### config.mk
export PLATFORM = sky130hd
export DESIGN_NAME = knap_enum_search
export DESIGN_NICKNAME = d
export VERILOG_FILES = /design/src/rtl/knap_pkg.sv /design/src/rtl/knap_hit_fifo.sv /design/src/rtl/knap_enum_search.sv
export SDC_FILE = /design/constraint.sdc
export NUM_CORES = 1
export LEC_CHECK = 0
export CORE_MARGIN = 2
export CORE_UTILIZATION = 35
export DETAILED_ROUTE_END_ITERATION = 10
export HOLD_SLACK_MARGIN = 0.12
export PLACE_DENSITY = 0.61
export SYNTH_ARGS = -nofsm -noshare
export SYNTH_HDL_FRONTEND = slang
export SYNTH_SLANG_ARGS = --single-unit
### constraint.sdc
create_clock -name clk -period 2.2 [get_ports clk]
set_clock_uncertainty 0.15 [all_clocks]
set_input_delay 0.33 -clock clk [delete_from_list [all_inputs] [get_ports clk]]
set_output_delay 0.33 -clock clk [all_outputs]
set_load 0.02 [all_outputs]
### src/rtl/knap_pkg.sv
// Shared types and constants for the knapsack candidate enumerator.
package knap_pkg;

  localparam int unsigned KNAP_N_ITEMS = 19;

  typedef enum logic [1:0] {
    IDLE  = 2'd0,
    RUN   = 2'd1,
    DRAIN = 2'd2,
    DONE  = 2'd3
  } knap_state_t;

  typedef logic [KNAP_N_ITEMS-1:0] knap_sel_t;

endpackage

### src/rtl/knap_hit_fifo.sv
// Synchronous hit FIFO with flush; a pop never frees space for a same-cycle push.
// Compiled only when KNAP_HIT_FIFO_EN is defined.
`ifdef KNAP_HIT_FIFO_EN
module knap_hit_fifo #(
  parameter int unsigned WIDTH = 19,
  parameter int unsigned DEPTH = 4
) (
  input  logic                         clk,
  input  logic                         rst_n,
  input  logic                         flush,
  input  logic                         push,
  input  logic [WIDTH-1:0]             din,
  output logic                         full,
  input  logic                         pop,
  output logic                         empty,
  output logic [WIDTH-1:0]             head,
  output logic [$clog2(DEPTH):0]       level
);

  localparam int unsigned AW = $clog2(DEPTH);

  logic [WIDTH-1:0] mem_q [DEPTH];
  logic [WIDTH-1:0] mem_d [DEPTH];
  logic [AW:0]      wr_q, wr_d, rd_q, rd_d;

  assign level = wr_q - rd_q;
  assign full  = (level == (AW+1)'(DEPTH));
  assign empty = (wr_q == rd_q);
  assign head  = mem_q[rd_q[AW-1:0]];

  always_comb begin
    wr_d  = wr_q;
    rd_d  = rd_q;
    mem_d = mem_q;
    if (flush) begin
      wr_d = '0;
      rd_d = '0;
    end else begin
      if (push && !full) begin
        mem_d[wr_q[AW-1:0]] = din;
        wr_d = wr_q + (AW+1)'(1);
      end
      if (pop && !empty) begin
        rd_d = rd_q + (AW+1)'(1);
      end
    end
  end

  always_ff @(posedge clk or negedge rst_n) begin
    if (!rst_n) begin
      wr_q <= '0;
      rd_q <= '0;
      for (int i = 0; i < int'(DEPTH); i++) mem_q[i] <= '0;
    end else begin
      wr_q  <= wr_d;
      rd_q  <= rd_d;
      mem_q <= mem_d;
    end
  end

endmodule
`endif

### src/rtl/knap_enum_search.sv
// Exhaustive selection enumerator and hit collector around a combinational checker.
// Optional hit FIFO and hit_* stream ports enabled by KNAP_HIT_FIFO_EN.
module knap_enum_search
  import knap_pkg::*;
#(
  parameter int unsigned N_ITEMS = KNAP_N_ITEMS
`ifdef KNAP_HIT_FIFO_EN
  , parameter int unsigned FIFO_DEPTH = 4
`endif
) (
  input  logic               clk,
  input  logic               rst_n,
  input  logic               start,
  input  logic               abort,
  output logic [N_ITEMS-1:0] sel,
  input  logic               chk_valid,
  output logic               busy,
  output logic               done,
  output logic [N_ITEMS:0]   hit_count,
  output logic               first_hit_found,
  output logic [N_ITEMS-1:0] first_hit_sel
`ifdef KNAP_HIT_FIFO_EN
  , output logic               hit_valid
  , output logic [N_ITEMS-1:0] hit_data
  , input  logic               hit_ready
`endif
);

  localparam int unsigned     CW       = N_ITEMS + 1;
  localparam logic [N_ITEMS-1:0] SEL_LAST = '1;

  knap_state_t        state_q, state_d;
  logic [N_ITEMS-1:0] sel_q, sel_d, first_q, first_d;
  logic [CW-1:0]      cnt_q, cnt_d;
  logic               found_q, found_d, busy_q, busy_d, done_q, done_d;
  logic               stall_c, drained_c, accept_c;

  assign accept_c = (state_q == RUN) && !abort && chk_valid && !stall_c;

`ifdef KNAP_HIT_FIFO_EN
  localparam int unsigned LW = $clog2(FIFO_DEPTH) + 1;

  logic          push_c, pop_c, flush_c, fifo_full, fifo_empty;
  logic [LW-1:0] fifo_level, level_nxt;

  assign stall_c   = (state_q == RUN) && chk_valid && fifo_full;
  assign push_c    = accept_c;
  assign pop_c     = !fifo_empty && hit_ready;
  assign flush_c   = abort && ((state_q == RUN) || (state_q == DRAIN));
  assign hit_valid = !fifo_empty;
  // Occupancy after this cycle's push/pop decides DONE versus DRAIN.
  assign level_nxt = fifo_level + LW'(push_c) - LW'(pop_c);
  assign drained_c = (level_nxt == '0);

  knap_hit_fifo #(
    .WIDTH (N_ITEMS),
    .DEPTH (FIFO_DEPTH)
  ) u_fifo (
    .clk   (clk),
    .rst_n (rst_n),
    .flush (flush_c),
    .push  (push_c),
    .din   (sel_q),
    .full  (fifo_full),
    .pop   (pop_c),
    .empty (fifo_empty),
    .head  (hit_data),
    .level (fifo_level)
  );
`else
  assign stall_c   = 1'b0;
  assign drained_c = 1'b1;
`endif

  always_comb begin
    state_d = state_q;
    sel_d   = sel_q;
    cnt_d   = cnt_q;
    found_d = found_q;
    first_d = first_q;
    unique case (state_q)
      IDLE, DONE: begin
        if (start && !abort) begin
          state_d = RUN;
          sel_d   = '0;
          cnt_d   = '0;
          found_d = 1'b0;
          first_d = '0;
        end
      end
      RUN: begin
        if (abort) begin
          state_d = IDLE;
          sel_d   = '0;
        end else if (!stall_c) begin
          if (accept_c) begin
            cnt_d = cnt_q + CW'(1);
            if (!found_q) begin
              found_d = 1'b1;
              first_d = sel_q;
            end
          end
          if (sel_q == SEL_LAST) begin
            sel_d   = '0;
            state_d = drained_c ? DONE : DRAIN;
          end else begin
            sel_d = sel_q + N_ITEMS'(1);
          end
        end
      end
      DRAIN: begin
        if (abort) state_d = IDLE;
        else if (drained_c) state_d = DONE;
      end
      default: state_d = IDLE;
    endcase
    busy_d = (state_d == RUN) || (state_d == DRAIN);
    done_d = (state_d == DONE);
  end

  always_ff @(posedge clk or negedge rst_n) begin
    if (!rst_n) begin
      state_q <= IDLE;
      sel_q   <= '0;
      cnt_q   <= '0;
      found_q <= 1'b0;
      first_q <= '0;
      busy_q  <= 1'b0;
      done_q  <= 1'b0;
    end else begin
      state_q <= state_d;
      sel_q   <= sel_d;
      cnt_q   <= cnt_d;
      found_q <= found_d;
      first_q <= first_d;
      busy_q  <= busy_d;
      done_q  <= done_d;
    end
  end

  assign sel             = sel_q;
  assign busy            = busy_q;
  assign done            = done_q;
  assign hit_count       = cnt_q;
  assign first_hit_found = found_q;
  assign first_hit_sel   = first_q;

endmodule

==> results.json <==
{
  "die_outline_area_sq_um": 9850,
  "drive_gt1_frac": 0.177,
  "ctsHtreeMaxLevel": 3,
  "crit_fanout": 8,
  "max_clock_freq_mhz": 469,
  "hold_depth": 1,
  "num-nets-final": 435,
  "flow.area_growth_from_synthesis_pct": 42.2,
  "floorplan.core_area_sq_um": 8760,
  "crit_buf_inv": 2,
  "min-delay-start": "first_hit_sel[10]$_DFFE_PN0P_",
  "peakVddDrop_v": 0.000442,
  "layout_worst_path_cycle_share": 0.970,
  "worst_path_largest_cell_delay_ns": 0.50,
  "drc_errors": 0,
  "worstRegToRegCells": 8,
  "report.final.hold_viol_count": 0,
  "synth_area_sq_um": 3180,
  "synthesis.nets": 325,
  "total_setup_violations_reported_at_the_end_of_the_flow": 0,
  "seq_area_frac_synth": 0.496,
  "dp.final_hpwl_um": 6250,
  "worst-setup-path-type": "reg2reg",
  "synthCells": 315,
  "timing.hold.worst_endpoint": "first_hit_sel[10]$_DFFE_PN0P_",
  "synth_cell_type_count": 44,
  "path_delay_family": "simple AND/OR/NAND/NOR gates",
  "finalInstanceArea_sq_um": 4520,
  "tightestPinTransition_ns": 0.570,
  "ant_nets": 0,
  "crit-reg2reg-capture": "hit_count[14]$_DFFE_PN0P_",
  "start_util": 0.363,
  "initial_antenna_violation_count": 0,
  "power_w": 0.00378,
  "total_of_buffers_placed_on_input_and_output_ports": 65,
  "netlist_top_cells_area": "sky130_fd_sc_hd__dfrtp_1, sky130_fd_sc_hd__a22o_1, sky130_fd_sc_hd__nand2_1",
  "grt_util_all_layers": 0.186,
  "clk-insertion-delay-late_ns": 0.34,
  "die_w_um": 99.3,
  "synth_most_common_cell": "sky130_fd_sc_hd__dfrtp_1",
  "route.vias.total": 2946,
  "grt_setup_unrepaired": "no",
  "rrSetupSlack_ns": 0.07,
  "postSynthRegisterBits": 63,
  "finalMaxSlewViolations": 0,
  "globalRoute.totalOverflow": 0,
  "dominantRegCellSynth": "sky130_fd_sc_hd__dfrtp_1",
  "grt_pass1_wl_um": 14600,
  "synth-edff-count": 0,
  "total_wire_length_um": 8770,
  "clkSinkCount": 63,
  "post-synth-top-area-cell": "sky130_fd_sc_hd__dfrtp_1",
  "placedInstanceArea_sq_um": 4250,
  "critPathCaptureType": "flip-flop",
  "hp-class": "reg2reg",
  "category_of_the_worst_setup_path_launch_point": "flip-flop",
  "crit_required_ns": 2.34,
  "synth.avg_cell_area_sq_um": 10.1,
  "synth.top_cells.by_count": "sky130_fd_sc_hd__dfrtp_1, sky130_fd_sc_hd__nand2_1, sky130_fd_sc_hd__a22o_1, sky130_fd_sc_hd__o21ai_0, sky130_fd_sc_hd__nand3_1",
  "avgRoutedWirePerCell_um": 16.3,
  "fp.dieH_um": 99.3,
  "firstDrtPassIters": 5,
  "status": "finished clean",
  "cts_buffer_depth": 2,
  "cp.arrival_ns": 2.27,
  "antenna_cells": 0,
  "netlist.area_leader.share": 0.496,
  "design.portCount": 66,
  "final.min_clock_period_ns": 2.13,
  "via_per_inst": 5.48,
  "tritoncts_clock_tree": "done",
  "first_global_vias": 2921,
  "max_slew_margin": 0.620,
  "crit-reg2reg-launch": "state_q[0]$_DFF_PN0_",
  "largest_net_degree_at_the_start_of_global_routing": 25,
  "ys_async_sr_fraction": 1.00,
  "ys_warn_count": 0,
  "power_density_nw_per_um2": 836,
  "dr.first_iter.drc_count": 125,
  "gp_routability_congestion": 0.924,
  "row_count": 34,
  "critical_path.cell_chain": "inv_1, ha_1, o21ai_2, nand4_1, buf_4, or4_1, a21oi_1, a21o_1",
  "clk_pin_slew_ns": 0.07,
  "drv_cap": 0,
  "numCtsBuffers": 9,
  "leakagePower_nw": 2.02,
  "cts_root_buffer": "sky130_fd_sc_hd__clkbuf_8",
  "critPathSlowestCell": "sky130_fd_sc_hd__or4_1"
}
-- metal layers --
metal / part of all wire / GRT usage
met1: 0.45 / 0.245
met2: 0.49 / 0.306
met4: 0.012 / 0.0611
met5: 0 / 0
met3: 0.051 / 0.0394
-- per-stage QoR --
stage	worst slack, ns	TNS, ns	utilization	std cells	hold slack [ns]
floorplan	0.142	0	-	315	-0.116
global placement	-0.0313	-0.127	0.485	520	0.198
detailed placement	-0.0542	-0.824	0.485	520	0.204
CTS	0.00873	0	0.512	537	0.355
global route	0.000291	0	0.516	538	0.373
finish	0.0657	0	0.516	538	0.354
-- area by class of cell --
cell class	instances	area, sq um
well taps	108	135
inverters	8	30.0
clock inverters	3	65.1
clock buffers	13	159
repair buffers	113	1050
multi-input cells	230	1510
fillers	816	4250
flip-flops and latches	63	1580
-- placed cells by master (no fill, tap or decap), types with 2 or more instances in the layout --
master / count
sky130_fd_sc_hd__a2111oi_4: 2
sky130_fd_sc_hd__a211o_1: 2
sky130_fd_sc_hd__a21o_1: 4
sky130_fd_sc_hd__a21oi_1: 7
sky130_fd_sc_hd__a22o_1: 24
sky130_fd_sc_hd__a31oi_1: 3
sky130_fd_sc_hd__and3_1: 8
sky130_fd_sc_hd__and4_1: 5
sky130_fd_sc_hd__and4_4: 2
sky130_fd_sc_hd__buf_12: 3
sky130_fd_sc_hd__buf_4: 44
sky130_fd_sc_hd__bufinv_16: 2
sky130_fd_sc_hd__clkbuf_1: 2
sky130_fd_sc_hd__clkbuf_8: 11
sky130_fd_sc_hd__clkdlybuf4s50_1: 64
sky130_fd_sc_hd__dfrtp_1: 62
sky130_fd_sc_hd__ha_1: 4
sky130_fd_sc_hd__inv_1: 8
sky130_fd_sc_hd__mux2i_1: 9
sky130_fd_sc_hd__nand2_1: 40
sky130_fd_sc_hd__nand2b_1: 5
sky130_fd_sc_hd__nand3_1: 22
sky130_fd_sc_hd__nand4_1: 9
sky130_fd_sc_hd__nor2_1: 20
sky130_fd_sc_hd__nor3_1: 3
sky130_fd_sc_hd__nor4_1: 3
sky130_fd_sc_hd__o211ai_1: 3
sky130_fd_sc_hd__o21ai_0: 23
sky130_fd_sc_hd__o311ai_0: 2
sky130_fd_sc_hd__or3_1: 4
sky130_fd_sc_hd__or4_1: 3
sky130_fd_sc_hd__xor2_1: 8
-- sequential cells by signal (all words and copies together), names as in the netlist --
name,cells
hit_count,20
first_hit_sel,19
sel,19
state_q,2
busy,1
done,1
first_hit_found,1
-- worst reg2reg max path, cell delays in order, from the launching register on --
cell and delay (ns):
sky130_fd_sc_hd__dfrtp_1 0.39, sky130_fd_sc_hd__inv_1 0.06, sky130_fd_sc_hd__ha_1 0.34, sky130_fd_sc_hd__o21ai_2 0.14, sky130_fd_sc_hd__nand4_1 0.09, sky130_fd_sc_hd__buf_4 0.17
sky130_fd_sc_hd__or4_1 0.50, sky130_fd_sc_hd__a21oi_1 0.16, sky130_fd_sc_hd__a21o_1 0.09
-- kinds of logic (layout without fill, tap and decap cells) --
group | Yosys count | in the layout | share of synthesized area
AO/OA/AOI/OAI | 77 | 77 | 0.183
XOR/XNOR | 9 | 9 | 0.0248
adder cells (fa/ha/maj) | 5 | 5 | 0.0197
buffers and inverters | 22 | 137 | 0.0343
flip-flops | 63 | 63 | 0.496
multiplexers | 9 | 9 | 0.0284
AND/OR/NAND/NOR | 130 | 130 | 0.214
-- how the worst max path moves through the flow --
| stage | from | endpoint | cells after the start |
|---|---|---|---|
| after global placement | abort | sel[11]$_DFFE_PN0P_ | 6 |
| after floorplan | sel[10]$_DFFE_PN0P_ | busy$_DFF_PN0_ | 6 |
| final | state_q[0]$_DFF_PN0_ | hit_count[14]$_DFFE_PN0P_ | 8 |
| after global routing | state_q[0]$_DFF_PN0_ | hit_count[6]$_DFFE_PN0P_ | 8 |
| after CTS | state_q[0]$_DFF_PN0_ | first_hit_sel[15]$_DFFE_PN0P_ | 7 |
| after detailed placement | start | sel[11]$_DFFE_PN0P_ | 6 |
-- power breakdown --
group          internal [W]  switching, W
Clock              0.000700      0.000445
Combinational      0.000519      0.000760
Sequential          0.00125     0.0000997
-- what timing repair did --
item	4_1_cts	5_1_grt
resized for setup	0	4
hold buffers	1	0
hold endpoints to repair	17	0
setup endpoints to repair	0	24
setup buffers	0	1
No activity file was read; power rests on OpenSTA's default activity.
